**src/rtl/bitonic_merge_pipe_if.sv**
```systemverilog
// bitonic_merge_pipe_if: valid/ready input and output sides of the bitonic merge pipe
interface bitonic_merge_pipe_if #(parameter int W = 16, parameter int LOG_N = 3);
  localparam int N = 1 << LOG_N;
  logic         in_valid;
  logic         in_ready;
  logic         direction;
  logic [N*W-1:0] IN;
  logic         out_valid;
  logic         out_ready;
  logic [N*W-1:0] OUT;
  logic         out_dir;
  logic [6:0]   occupancy;
  modport master (output in_valid, direction, IN, out_ready,
                  input in_ready, out_valid, OUT, out_dir, occupancy);
  modport slave  (input in_valid, direction, IN, out_ready,
                  output in_ready, out_valid, OUT, out_dir, occupancy);
endinterface

```
**src/rtl/bitonic_merge_pipe.sv**
```systemverilog
// bitonic_merge_pipe: LOG_N registered half-cleaner layers merging a bitonic sequence into sorted order
module bitonic_merge_pipe #(
  parameter int W     = 16,
  parameter int LOG_N = 3
) (
  input logic clk,
  input logic rst,
  bitonic_merge_pipe_if.slave bus
);
  localparam int N = 1 << LOG_N;
  logic [N*W-1:0] data_q [LOG_N];
  logic [N*W-1:0] lay    [LOG_N];
  logic [LOG_N-1:0] valid_q, valid_d, dir_q, dir_d;
  logic [6:0] occ_q;
  logic [W-1:0] a, b;
  logic sd, swap, adv;
  assign adv     = ~valid_q[LOG_N-1] | bus.out_ready;
  assign valid_d = (valid_q << 1) | LOG_N'(bus.in_valid);
  assign dir_d   = (dir_q << 1) | LOG_N'(bus.direction);
  // Pairs within a layer are disjoint, so each layer swaps in place on its own copy.
  always_comb begin
    a    = '0;
    b    = '0;
    sd   = 1'b0;
    swap = 1'b0;
    for (int s = 0; s < LOG_N; s++) begin
      lay[s] = s == 0 ? bus.IN : data_q[(s + LOG_N - 1) % LOG_N];
      sd     = s == 0 ? bus.direction : dir_q[(s + LOG_N - 1) % LOG_N];
      for (int i = 0; i < N; i++) begin
        if ((i & (N >> (s + 1))) == 0) begin
          a    = lay[s][i*W +: W];
          b    = lay[s][(i + (N >> (s + 1)))*W +: W];
          swap = sd ? a < b : a > b;
          lay[s][i*W +: W]                    = swap ? b : a;
          lay[s][(i + (N >> (s + 1)))*W +: W] = swap ? a : b;
        end
      end
    end
  end
  always_ff @(posedge clk) begin
    if (rst) begin
      valid_q <= '0;
      dir_q   <= '0;
      occ_q   <= '0;
      for (int s = 0; s < LOG_N; s++) data_q[s] <= '0;
    end else if (adv) begin
      valid_q <= valid_d;
      dir_q   <= dir_d;
      occ_q   <= 7'($countones(valid_d));
      for (int s = 0; s < LOG_N; s++) data_q[s] <= lay[s];
    end
  end
  assign bus.in_ready  = adv & ~rst;
  assign bus.out_valid = valid_q[LOG_N-1];
  assign bus.out_dir   = dir_q[LOG_N-1];
  assign bus.OUT       = data_q[LOG_N-1];
  assign bus.occupancy = occ_q;
endmodule

```
**src/flat_wrapper.sv**
```systemverilog
// flat-port wrapper written by rule: the top's interface ports become plain ports
module bitonic_merge_pipe_flat 
#(
  parameter int W     = 16,
  parameter int LOG_N = 3
)
  (clk, rst, bus_in_valid, bus_direction, bus_IN, bus_out_ready, bus_in_ready, bus_out_valid, bus_OUT, bus_out_dir, bus_occupancy);
  bitonic_merge_pipe_if #(.W(W), .LOG_N(LOG_N)) bus_i ();
  input logic clk;
  input logic rst;
  input wire logic [$bits(bus_i.in_valid)-1:0] bus_in_valid;
  input wire logic [$bits(bus_i.direction)-1:0] bus_direction;
  input wire logic [$bits(bus_i.IN)-1:0] bus_IN;
  input wire logic [$bits(bus_i.out_ready)-1:0] bus_out_ready;
  output wire logic [$bits(bus_i.in_ready)-1:0] bus_in_ready;
  output wire logic [$bits(bus_i.out_valid)-1:0] bus_out_valid;
  output wire logic [$bits(bus_i.OUT)-1:0] bus_OUT;
  output wire logic [$bits(bus_i.out_dir)-1:0] bus_out_dir;
  output wire logic [$bits(bus_i.occupancy)-1:0] bus_occupancy;
  assign bus_i.in_valid = bus_in_valid;
  assign bus_i.direction = bus_direction;
  assign bus_i.IN = bus_IN;
  assign bus_i.out_ready = bus_out_ready;
  assign bus_in_ready = bus_i.in_ready;
  assign bus_out_valid = bus_i.out_valid;
  assign bus_OUT = bus_i.OUT;
  assign bus_out_dir = bus_i.out_dir;
  assign bus_occupancy = bus_i.occupancy;
  bitonic_merge_pipe #(.W(W), .LOG_N(LOG_N)) u_core (.clk(clk), .rst(rst), .bus(bus_i));
endmodule
```
**config.mk**
```make
export PLATFORM = sky130hd
export DESIGN_NAME = bitonic_merge_pipe_flat
export DESIGN_NICKNAME = d
export VERILOG_FILES = /design/src/rtl/bitonic_merge_pipe_if.sv /design/src/rtl/bitonic_merge_pipe.sv /design/src/flat_wrapper.sv
export SDC_FILE = /design/constraint.sdc
export NUM_CORES = 1
export LEC_CHECK = 0
export ABC_AREA = 1
export BUFFER_PORTS_ARGS = -buffer_cell sky130_fd_sc_hd__buf_2
export CAP_MARGIN = 20
export CORE_MARGIN = 3
export CORE_UTILIZATION = 44
export CTS_CLUSTER_DIAMETER = 60
export DETAILED_ROUTE_END_ITERATION = 6
export PLACE_DENSITY = 0.62
export SETUP_SLACK_MARGIN = 0.05
export SYNTH_ARGS = -nofsm -noshare
export SYNTH_HDL_FRONTEND = slang
export SYNTH_SLANG_ARGS = --single-unit
```
**constraint.sdc**
```tcl
create_clock -name clk -period 18.81 [get_ports clk]
set_input_delay 0 -clock clk [delete_from_list [all_inputs] [get_ports clk]]
set_output_delay 0 -clock clk [all_outputs]
set_load 0.02 [all_outputs]
```
==> results.toml <==
[yosys]
synthTopCellsByArea = "sky130_fd_sc_hd__edfxtp_1, sky130_fd_sc_hd__ha_1, sky130_fd_sc_hd__nand2_1"
synth.ff_latch_count = 393
synth_top_area_share_pct = 42.2
synth.yosys.seq_area_share_pct = 42.9
synth_cells = 3359
synth_cell_types = 31
synthArstFlopShare_pct = 0
synth.top_cells.by_count = "sky130_fd_sc_hd__nand2_1, sky130_fd_sc_hd__a21oi_1, sky130_fd_sc_hd__inv_1, sky130_fd_sc_hd__nor2_1, sky130_fd_sc_hd__edfxtp_1"
yosys_warnings = 0
post-synth-top-count-cell = "sky130_fd_sc_hd__nand2_1"
number_of_flops_mapped_to_enable_cells_by_yosys = 384
syn-cell-area_um2 = 27300
syn_avg_cell_area_um2 = 8.13
ys_dominant_reg_cell = "sky130_fd_sc_hd__edfxtp_1"
post-synth-top-area-cell = "sky130_fd_sc_hd__edfxtp_1"

[floorplan]
cell_row_count = 90
core_area_um2 = 60900
die_height_um = 255
overall_die_area_um2 = 65100
floorplan.die.width_um = 255
initial_utilization_pct = 44.8
top_level_ports = 271

[worst_setup_path]
rr_worst_depth = 8
critical_path_peak_fanout = 89
endpoint_kind = "flip-flop"
crit-reg2reg-launch = "u_core.valid_q[2]"
timing.reg2reg.setup_slack_ns = 15.01
worst-setup-path-type = "flip-flop to flip-flop"
worst_setup_path_start_kind = "flip-flop"
arrival_ns = 4.24
critPathLaunch = "u_core.valid_q[2]"
required_ns = 19.25
timing.critical_path.to = "u_core.data_q[0][102]"
crit-reg2reg-capture = "u_core.data_q[0][102]"

[sta]
finalHoldViolCount = 0
final_critical_path_setup_slack_ns = 15.01
layout_min_cycle_time_ns = 3.80
min_period_over_period_pct = 20.2
report.final.setup_viol = 0
totalNegativeSetupSlack_ns = 0
tightestPinTransition_ns = 1.02
worst_clock_skew_ns = 0.0228
timing.max_slew.rel_slack_pct = 32.2
final-max-slew-violation-count = 0
fmaxAchievable_ghz = 0.263
grt_setup_unrepaired = "no"

[job]
maxcap_viol_count = 0

[clock_network]
tritoncts = "yes"
clock_slew_seen_by_the_registers_of_the_worst_setup_and_hold_paths_ns = 0.06
clk_path_buf_depth = 3
ctsResizeCount = 0
cts_htree_levels = 2
insertion_delay_ns = 0.58
cts-buffers-inserted = 44
cts-root-buf = "sky130_fd_sc_hd__clkbuf_16"
cts.sinks = 393

[grt]
number_of_global_route_vias_before_repair = 20100
grt_max_degree = 184
global_route.usage.total_pct = 23.0
grt_first_pass_wirelength_mm = 116
grt-ovfl-total = 0
initial_antenna_violation_count = 4

[placement]
detailedPlace.worstSlack_ns = 15.31
dp_hpwl_mm = 54.9
placement.io_buffers = 266
gp_congestion = 0.886

[route]
first_pass_iters = 5
routed_wl_mm = 75.2
routed-wl-met2_mm = 32.8
drt_iter0_drc = 2245
drc = 0
route.top_layer_used = "met5"
detailroute.via_count = 22500
wl_met1_mm = 34.7
post_drt_via_cell_ratio = 5.07
route.antenna.remaining_nets = 0
drt-wirelength-per-cell_um = 17.0
dr_wl_met3_mm = 5.54

[power_and_ir_drop]
leakage_component_of_the_power_nw = 15.5
power.density_cell_area_nw_per_um2 = 121
vdd_ir_drop_max_v = 0.0000705

[min_path]
min-delay-path-class = "input pin to flip-flop"

[cells_and_area]
drive_gt1_share_pct = 12.5
flow.area_growth_from_synthesis_pct = 14.1
nNetsFinal = 3900

[outcome]
run_status = "finished, final reports clean"
[worst min path at each step]
stage | start | end | cells past startpoint
3_3_place_gp | rst | u_core.bus.occupancy[0] | 2
6_report | bus_direction | u_core.dir_q[0] | 3
2_1_floorplan | rst | u_core.bus.occupancy[0] | 1
4_1_cts | bus_direction | u_core.dir_q[0] | 3
3_5_place_dp | rst | u_core.bus.occupancy[0] | 2
5_1_grt | bus_direction | u_core.dir_q[0] | 3
[layer usage]
metal / vias up / GRT usage, %
met5: - / 0
met4: 4 / 6.83
met3: 97 / 3.01
met2: 716 / 34.9
met1: 10300 / 34.2
li1: 11400 / -
[sequential cells by signal (all words and copies together), names as in the netlist]
name,cells
u_core.data_q,384
u_core.bus.occupancy,3
u_core.dir_q,3
u_core.valid_q,3
[worst max-delay path, cell delays in order (launching register included)]
cell,delay (ns)
sky130_fd_sc_hd__dfxtp_1,0.31
sky130_fd_sc_hd__inv_1,0.06
sky130_fd_sc_hd__nor2_2,0.06
sky130_fd_sc_hd__nor2_4,0.60
sky130_fd_sc_hd__buf_4,0.81
sky130_fd_sc_hd__buf_4,0.90
sky130_fd_sc_hd__nand2_1,0.11
sky130_fd_sc_hd__nor2_1,0.13
sky130_fd_sc_hd__dlygate4sd3_1,0.57
[metrics by stage]
step | instance area [um^2] | utilization [%] | hold WS [ns] | power [mW] | instances
floorplan | 27300 | - | 0.0691 | 2.63 | 3362
global placement | 27500 | 45.2 | 0.261 | 2.82 | 4149
detailed placement | 27700 | 45.4 | 0.266 | 2.86 | 4155
CTS | 31100 | 51.1 | 0.0495 | 3.80 | 4432
global route | 31200 | 51.1 | 0.0727 | 4.06 | 4434
finish | 31200 | 51.1 | 0.0813 | 3.78 | 4434
[logic make-up (layout without fill, tap and decap cells)]
| kind of cell | count (synthesis) | after routing | synth area share (%) |
|---|---|---|---|
| other cells | 1 | 5 | 0.0137 |
| compound gates | 498 | 498 | 9.48 |
| buf+inv | 776 | 1019 | 14.6 |
| flops | 393 | 393 | 42.9 |
| fa+ha+maj | 196 | 196 | 9.01 |
| simple gates | 1495 | 1495 | 24.0 |
[area by class of cell]
cell class	count	area, um^2
Tap cell	828	1040
Timing Repair Buffer	482	3560
Antenna cell	1	2.50
Clock buffer	56	1200
Multi-Input combinational cell	2193	11600
Clock inverter	24	300
Inverter	457	1720
Fill cell	5761	29800
Sequential cell	393	11700
[cells in the final DEF (no fill, tap or decap), types with 10 or more instances in the layout]
cell type / n
sky130_fd_sc_hd__a21o_1: 12
sky130_fd_sc_hd__a21oi_1: 453
sky130_fd_sc_hd__buf_2: 266
sky130_fd_sc_hd__buf_4: 11
sky130_fd_sc_hd__clkbuf_16: 46
sky130_fd_sc_hd__dlygate4sd3_1: 197
sky130_fd_sc_hd__edfxtp_1: 384
sky130_fd_sc_hd__ha_1: 195
sky130_fd_sc_hd__inv_1: 450
sky130_fd_sc_hd__nand2_1: 605
sky130_fd_sc_hd__nand2_4: 11
sky130_fd_sc_hd__nand3_1: 355
sky130_fd_sc_hd__nand3_2: 53
sky130_fd_sc_hd__nand4_1: 16
sky130_fd_sc_hd__nor2_1: 440
sky130_fd_sc_hd__nor2_2: 10
[report_power, final]
part           internal, mW  switching, mW
Combinational         0.559          0.936
Sequential             1.24          0.151
Clock                 0.536          0.359
[repair_timing]
action / in CTS / in global routing
setup buffers: 0 / 0
hold endpoints to repair: 133 / 0
hold buffers: 197 / 0
Note: power is estimated with default switching activity, not from simulation.
